**config.mk**
```make
export PLATFORM = sky130hd
export DESIGN_NAME = prog_loader
export DESIGN_NICKNAME = d
export VERILOG_FILES = /design/src/rtl/prog_loader.sv
export SDC_FILE = /design/constraint.sdc
export NUM_CORES = 2
export LEC_CHECK = 0
export ABC_AREA = 0
export CORE_MARGIN = 2
export CORE_UTILIZATION = 50
export DETAILED_ROUTE_END_ITERATION = 8
export PLACE_DENSITY = 0.76
export RECOVER_POWER = 25
export SLEW_MARGIN = 20
export SYNTH_ARGS = -nofsm -noshare
export SYNTH_HDL_FRONTEND = slang
export SYNTH_SLANG_ARGS = --single-unit
```
**constraint.sdc**
```tcl
create_clock -name clk -period 5.28 [get_ports clk]
set_clock_uncertainty 0.2 [all_clocks]
set_input_delay 1.584 -clock clk [delete_from_list [all_inputs] [get_ports clk]]
set_output_delay 1.584 -clock clk [all_outputs]
set_load 0.005 [all_outputs]
```
**src/rtl/prog_loader.sv**
```systemverilog
// ---------------------------------------------------------------------------
// prog_loader
//
// Writer side of the redux instruction store. A DEPTH x DATA_W program RAM is
// filled from a byte stream (length byte first, then the program bytes) and
// read combinationally by the CPU fetch path. While a load is pending the CPU
// is held off through cpu_hold.
//
// Ports:
//   clk          system clock, all state updates on the rising edge
//   rst          asynchronous active-high reset (RAM contents are kept)
//   start        one-cycle request to begin or restart a load
//   in_valid     in_data holds a byte
//   in_data      stream byte: length byte first, then program bytes
//   in_ready     loader can accept a byte this cycle
//   fetch_addr   CPU pc
//   fetch_instr  program RAM contents at fetch_addr (combinational)
//   cpu_hold     CPU must not advance pc or commit writes while high
//   busy         high while waiting for the length byte or loading bytes
//   wr_addr      next RAM address to be written
// ---------------------------------------------------------------------------
module prog_loader #(
  parameter int DEPTH  = 256,
  parameter int ADDR_W = 8,
  parameter int DATA_W = 8
) (
  input  logic              clk,
  input  logic              rst,
  input  logic              start,
  input  logic              in_valid,
  input  logic [DATA_W-1:0] in_data,
  output logic              in_ready,
  input  logic [ADDR_W-1:0] fetch_addr,
  output logic [DATA_W-1:0] fetch_instr,
  output logic              cpu_hold,
  output logic              busy,
  output logic [ADDR_W-1:0] wr_addr
);

  // The remaining-byte counter needs one extra bit so that a length byte of
  // zero can stand for a full DEPTH-byte program.
  localparam int CNT_W = ADDR_W + 1;

  typedef enum logic [1:0] {
    IDLE,
    LEN,
    LOAD,
    RUN
  } state_e;

  state_e            state_q;
  logic [ADDR_W-1:0] wrAddr_q;
  logic [ADDR_W-1:0] wrAddr_d;
  logic [CNT_W-1:0]  remaining_q;
  logic [CNT_W-1:0]  remaining_d;
  logic [CNT_W-1:0]  lenCount_d;
  logic              cpuHold_q;
  logic              busy_q;
  logic              accept;
  logic              writeEn;
  logic              lastByte;

  logic [DATA_W-1:0] mem [DEPTH];

  // Handshake. busy_q is high exactly in LEN and LOAD, so it doubles as the
  // "receiving" qualifier; start always wins over a byte in the same cycle,
  // which guarantees a restart never swallows a stray stream byte.
  assign in_ready = busy_q && !start;
  assign accept   = in_ready && in_valid;
  assign writeEn  = accept && (state_q == LOAD);

  // Next values for the address and counter. The address wraps naturally at
  // DEPTH because DEPTH is 2^ADDR_W. A length byte of zero means DEPTH bytes.
  always_comb begin
    wrAddr_d    = wrAddr_q + 1'b1;
    remaining_d = remaining_q - 1'b1;
    lenCount_d  = CNT_W'(in_data);
    if (in_data == '0) begin
      lenCount_d = CNT_W'(DEPTH);
    end
  end

  // The byte being accepted in LOAD is the final one when exactly one byte
  // was still outstanding before the edge.
  assign lastByte = (remaining_q == CNT_W'(1));

  // Load FSM with registered cpu_hold/busy. A start request overrides every
  // state and rewinds the write pointer, but leaves previously written RAM
  // bytes in place. cpu_hold drops on the very edge that accepts the last
  // program byte, so the CPU may fetch it on the following cycle.
  always_ff @(posedge clk or posedge rst) begin
    if (rst) begin
      state_q     <= IDLE;
      wrAddr_q    <= '0;
      remaining_q <= '0;
      cpuHold_q   <= 1'b1;
      busy_q      <= 1'b0;
    end else if (start) begin
      state_q   <= LEN;
      wrAddr_q  <= '0;
      cpuHold_q <= 1'b1;
      busy_q    <= 1'b1;
    end else begin
      case (state_q)
        IDLE: begin
          state_q <= IDLE;
        end
        LEN: begin
          if (accept) begin
            remaining_q <= lenCount_d;
            state_q     <= LOAD;
          end
        end
        LOAD: begin
          if (accept) begin
            wrAddr_q    <= wrAddr_d;
            remaining_q <= remaining_d;
            if (lastByte) begin
              state_q   <= RUN;
              cpuHold_q <= 1'b0;
              busy_q    <= 1'b0;
            end
          end
        end
        RUN: begin
          state_q <= RUN;
        end
        default: begin
          state_q   <= IDLE;
          cpuHold_q <= 1'b1;
          busy_q    <= 1'b0;
        end
      endcase
    end
  end

  // Program RAM write port. No reset: a reset in the middle of a load must
  // leave the bytes already written readable.
  always_ff @(posedge clk) begin
    if (writeEn) begin
      mem[wrAddr_q] <= in_data;
    end
  end

  // Asynchronous fetch port. A read of the address being written this cycle
  // returns the old contents; the new byte appears after the edge.
  assign fetch_instr = mem[fetch_addr];

  assign cpu_hold = cpuHold_q;
  assign busy     = busy_q;
  assign wr_addr  = wrAddr_q;

endmodule

```
## Yosys cells after proc, flatten, opt, wreduce, memory -nomap -nowiden

Memories as Yosys holds them, arrays and structs flattened.
Cells that the tools add are included.

- RAM bits: 2,048
- Output and inout bits: 19
- Memories: 1
- Register bits: 21

- $add $sub $neg: 2
- Reduce and logical (&&, ||, !) cells: 14
- Bitwise logic cells: 1
- Equal/unequal tests: 9
- Multiplexer cells: 18

Memories:

| name | words | bits a word | rd ports | clocked after memory_dff | write ports | line | source |
|---|---|---|---|---|---|---|---|
| mem | 256 | 8 | 1 | 0 | 1 | 63 | `logic [DATA_W-1:0] mem [DEPTH];` |

Operators by type and width:

| operator | number |
|---|---|
| $mux W9 | 3 |
| $mux W8 | 3 |
| $pmux W9 S2 | 1 |
| $eq A9 B1 Y1 const B | 1 |
| $ne A3 B3 Y1 const B | 3 |
| $sub A9 B1 Y9 const B | 1 |
| $add A8 B1 Y8 const B | 1 |
| $logic_not A8 Y1 | 1 |
| $mux W2 | 4 |
| $pmux W2 S4 | 1 |
| $reduce_bool A2 Y1 | 4 |
| $mux W1 | 6 |
| $reduce_and A3 Y1 | 2 |
| $eq A2 B2 Y1 const B | 2 |
| $ne A2 B2 Y1 const B | 2 |
| $reduce_and A4 Y1 | 1 |
| $logic_and A1 B1 Y1 | 3 |
| $eq A2 B1 Y1 const B | 1 |
| $logic_not A2 Y1 | 1 |
| $reduce_and A2 Y1 | 1 |
| $logic_not A1 Y1 | 1 |
| $not A1 Y1 | 1 |

## Depth between registers and ports, before layout

- Word-level depth: 6
- Gate-level depth with buffers: 10
- Gate-level depth less buffers: 8

## Least setup slack after synthesis

No wires, ideal clock.

- Kind: in2out
- Start point: input port fetch_addr[0]
- End point: output port fetch_instr[0]
- Cell stages on the path: 8
- Slack: 0.216 ns
- Arrival time: 3.280 ns
- Data required time: 3.496 ns
- Cells stage by stage: buf_4 -> buf_4 -> buf_4 -> mux4_2 -> a22oi_1 -> a21oi_1 -> nor4_1 -> nor4_1

- Word-level cells in the longest chain between the ends: 1

Ends and longest elaborated chain:

| what | line | source |
|---|---|---|
| start, declared | 33 | `input logic [ADDR_W-1:0] fetch_addr,` |
| $mem_v2 Z256 W8 | - |  |
| end, declared | 34 | `output logic [DATA_W-1:0] fetch_instr,` |

Every way passes these cells.

## Worst setup path after layout

- Start point: input port fetch_addr[2]
- End point: output port fetch_instr[2]

The elaborated chain is that of the path after synthesis.

==> out/results.ini <==
[pwr]
power_mw = 34.3
irDropWorstVdd_mv = 0.347
p_clk_share_pct = 40.3
power_density_nw_per_um2 = 354
internal-power_mw = 26.8
p_comb_share_pct = 6.8
power_leakage_nw = 31.2
swShare_pct = 21.9
p_sw_mw = 7.51
pwr-share-seq_pct = 52.9

[logic_synthesis]
syn-num-nets = 3956
synth_edf_count = 2048
async_flop_share_pct = 1.01
synth.ff_latch_count = 2069
ys.warnings.count = 0
syn-cell-area_sq_um = 80500
syn_area_per_cell_sq_um = 20.5
seq_area_frac_synth_pct = 77.1
yosys_most_used_dff = edfxtp_1
netlist_instances = 3926
synth.distinct_cells = 68

[hold_path]
hp-class = reg -> reg
hold_end = cpu_hold$_DFFE_PP1P_
hold_depth = 1
min_from = cpu_hold$_DFFE_PP1P_

[job]
cap_viol_max_count = 9

[run_status]
status = complete, but fails checks
failed_checks = max-capacitance violations, max-slew violations, negative setup slack

[route]
drt_iter0_drc = 7052
vias_per_cell = 6.38
vias = 44037
routed_wl_microns = 215000
ant_nets = 0
wire_per_inst_microns = 31.1
drc_errors = 0
drt-pass1-iter-count = 6

[worst_setup_path]
r2r_slack_ps = 1190
critPathKind = in -> out
rr_worst_depth = 7
r2r-start = state_q[0]$_DFFE_PP0P_
r2r-end = mem[171][5]$_DFFE_PP_
path_max_fanout = 10
cp.required_ps = 3500
critPathLaunchType = input pin
critical_path_arrival_ps = 4170
critPathCaptureType = output pin
crit_chain = buf_4, buf_12, clkinv_2, buf_4, nand2_1, buf_4, o22ai_1, o311ai_0, buf_4, nor4_4, nor4_4, buf_2
max_stage_delay_ps = 520
critical_path.slowest_cell = o311ai_0
cp_common_cell = buf_4

[clock_tree]
cts_hold_buf = 0
clockRootBuffer = clkbuf_16
cts_sinks = 2069
htree_levels = 4
insertion_delay_ps = 840
cts_buffers = 193
cts.clk_slew.worst_paths_ps = 60
cts_tree = done
clk_path_buf_depth = 3

[placed_design]
pre_cts_slack_ps = -1770
hpwlAfterDp_microns = 125000
gp_congestion = 0.938
placed_cells = 6445
placed_area_sq_um = 87300
numPortBuffers = 38

[layout]
fin_cells = 6903
syn_to_final_growth_pct = 20.3
stdcell_area_sq_um = 96800
fillers = 10434
finalCoreUtilization_pct = 60.4
layout-drive-gt1-share_pct = 34.8
nets = 4608

[global_routing]
track_usage_pct = 26.3
grt_remaining_overflow = 0
grt_pass1_vias = 44219
antenna_found_initial = 6
grt_max_degree = 137
grt_first_pass_wirelength_microns = 309000

[die]
die_y_microns = 405
ioPinCount = 39
start_util_pct = 50.2
die_area_sq_um = 164000
rows = 147
core_area_sq_um = 160000
fp.dieW_microns = 405

[timing]
maxSlewViolCount = 990
hold_viol = 0
setup_viol = 8
rsz0062_at_grt = yes
fin_setup_tns_ps = -4320
worst_slew_pin_slew_ps = 3190
final.min_clock_period_ps = 5960
fmax_mhz = 168
whs_ps = 317
fin_ws_ps = -677
post-route-period-util_pct = 113
max_slew_margin_pct = -113

==> placed cells by master, fill, tap and decap left out, types with 16 or more instances in the layout <==
cell type  synthesis  routed
edfxtp_1        2048    2048
buf_4             38     494
mux4_2           426     426
nor2_1           299     290
clkbuf_16          0     195
mux2i_1          171     164
a22oi_1          165     103
buf_12             4      72
a22oi_2            0      62
nand2_1           65      58
a21oi_1          100      49
clkinv_1           1      47
clkinv_2           0      46
a21oi_2            0      42
buf_6             18      41
nand3_1           36      34
clkbuf_1         102      30
o22ai_1           45      29
nor4_4             0      25
o221ai_1          35      23
buf_8              1      23
dfrtp_1           20      20
bufinv_16          0      19
nand4_1           18      18
buf_16             0      18
o21ai_0           21      16
a221oi_2           1      16
==> area by class of cell <==
cell class                 count  area [sq um]  share of cell area, %
sequential                  2069         62000                   64.1
multi-input combinational   1608         18800                   19.4
timing repair buffer         695          6990                   7.22
clock buffer                 220          4970                   5.14
tap                         2160          2700                   2.79
clock inverter               136          1290                   1.33
inverter                      11          42.5                 0.0439
antenna                        4          10.0                 0.0103
==> registers in the layout (all words and copies together) (netlist names) <==
name / count
busy: 1
cpu_hold: 1
mem: 2048
remaining_q: 9
state_q: 2
wr_addr: 8
==> power groups by stage <==
stage | registers (mW) | clock network (mW) | logic [mW]
global route | 18.1 | 14.5 | 2.43
finish | 18.1 | 13.8 | 2.33
global placement | 18.5 | 0 | 1.89
floorplan | 18.5 | 0 | 0.968
detailed placement | 18.5 | 0 | 1.94
CTS | 18.1 | 13.9 | 2.25
==> Yosys cell counts (all sizes together) (3+ instances only) <==
cell / n / share of area [%]
and3: 5 / 0.039
mux4: 426 / 12
nor3: 30 / 0.19
nor2b: 15 / 0.12
nand2: 65 / 0.30
nand2b: 14 / 0.11
ha: 10 / 0.16
a22oi: 165 / 1.5
xor2: 4 / 0.044
dfrtp: 20 / 0.62
a211oi: 3 / 0.028
o21ai: 27 / 0.17
buf: 135 / 1.2
nand3: 36 / 0.22
or3: 4 / 0.031
nand3b: 3 / 0.028
o21bai: 7 / 0.065
nor4: 32 / 0.25
nand4: 18 / 0.14
mux2i: 171 / 2.1
clkbuf: 103 / 0.48
nor2: 300 / 1.4
o31a: 5 / 0.054
o311ai: 7 / 0.076
and2: 3 / 0.023
a21oi: 100 / 0.62
a22o: 9 / 0.098
nor3b: 4 / 0.044
and3b: 4 / 0.044
or2: 7 / 0.054
edfxtp: 2048 / 76
a31oi: 3 / 0.023
o221ai: 35 / 0.38
o22ai: 45 / 0.35
a221oi: 24 / 0.27
mux2: 5 / 0.070
inv: 10 / 0.047
==> routing by layer <==
metal | vias up | part of all wire [%] | GRT usage [%]
met2 | 3107 | 47 | 40.8
met5 | - | 0.013 | 0
met1 | 22686 | 35 | 35.3
li1 | 17684 | - | -
met4 | 4 | 4.7 | 11.5
met3 | 556 | 13 | 6.95
==> worst max-delay path, delay by kind of cell <==
family / cells / cell delay, ps
buffers and inverters: 7 / 1240
AOI/OAI and AO/OA: 2 / 600
and+or+nand+nor: 3 / 730
==> worst max-delay path by stage <==
stage	from	to	slack [ps]	depth (start not counted)
floorplan	fetch_addr[0]	fetch_instr[0]	220	8
global placement	fetch_addr[0]	fetch_instr[0]	-2360	12
detailed placement	fetch_addr[0]	fetch_instr[0]	-1770	12
CTS	fetch_addr[0]	fetch_instr[7]	-490	12
global route	fetch_addr[2]	fetch_instr[2]	-640	12
finish	fetch_addr[2]	fetch_instr[2]	-680	12
==> logic make-up after synthesis <==
| group | Yosys count | share of synthesized area, % |
|---|---|---|
| AOI/OAI and AO/OA | 441 | 3.78 |
| xor gates and xnor gates | 6 | 0.0653 |
| adders and majority gates | 10 | 0.155 |
| buffers and inverters | 249 | 1.71 |
| DFF | 2069 | 77.1 |
| muxes | 602 | 14.1 |
| and+or+nand+nor | 549 | 3.11 |
==> timing repair <==
action,in CTS,in global routing
cloned,14,0
setup buffers,89,18
pin swaps,124,41
gates resized for setup,446,61
setup endpoints to repair,8,8
No activity file was read; power rests on OpenSTA's default activity.
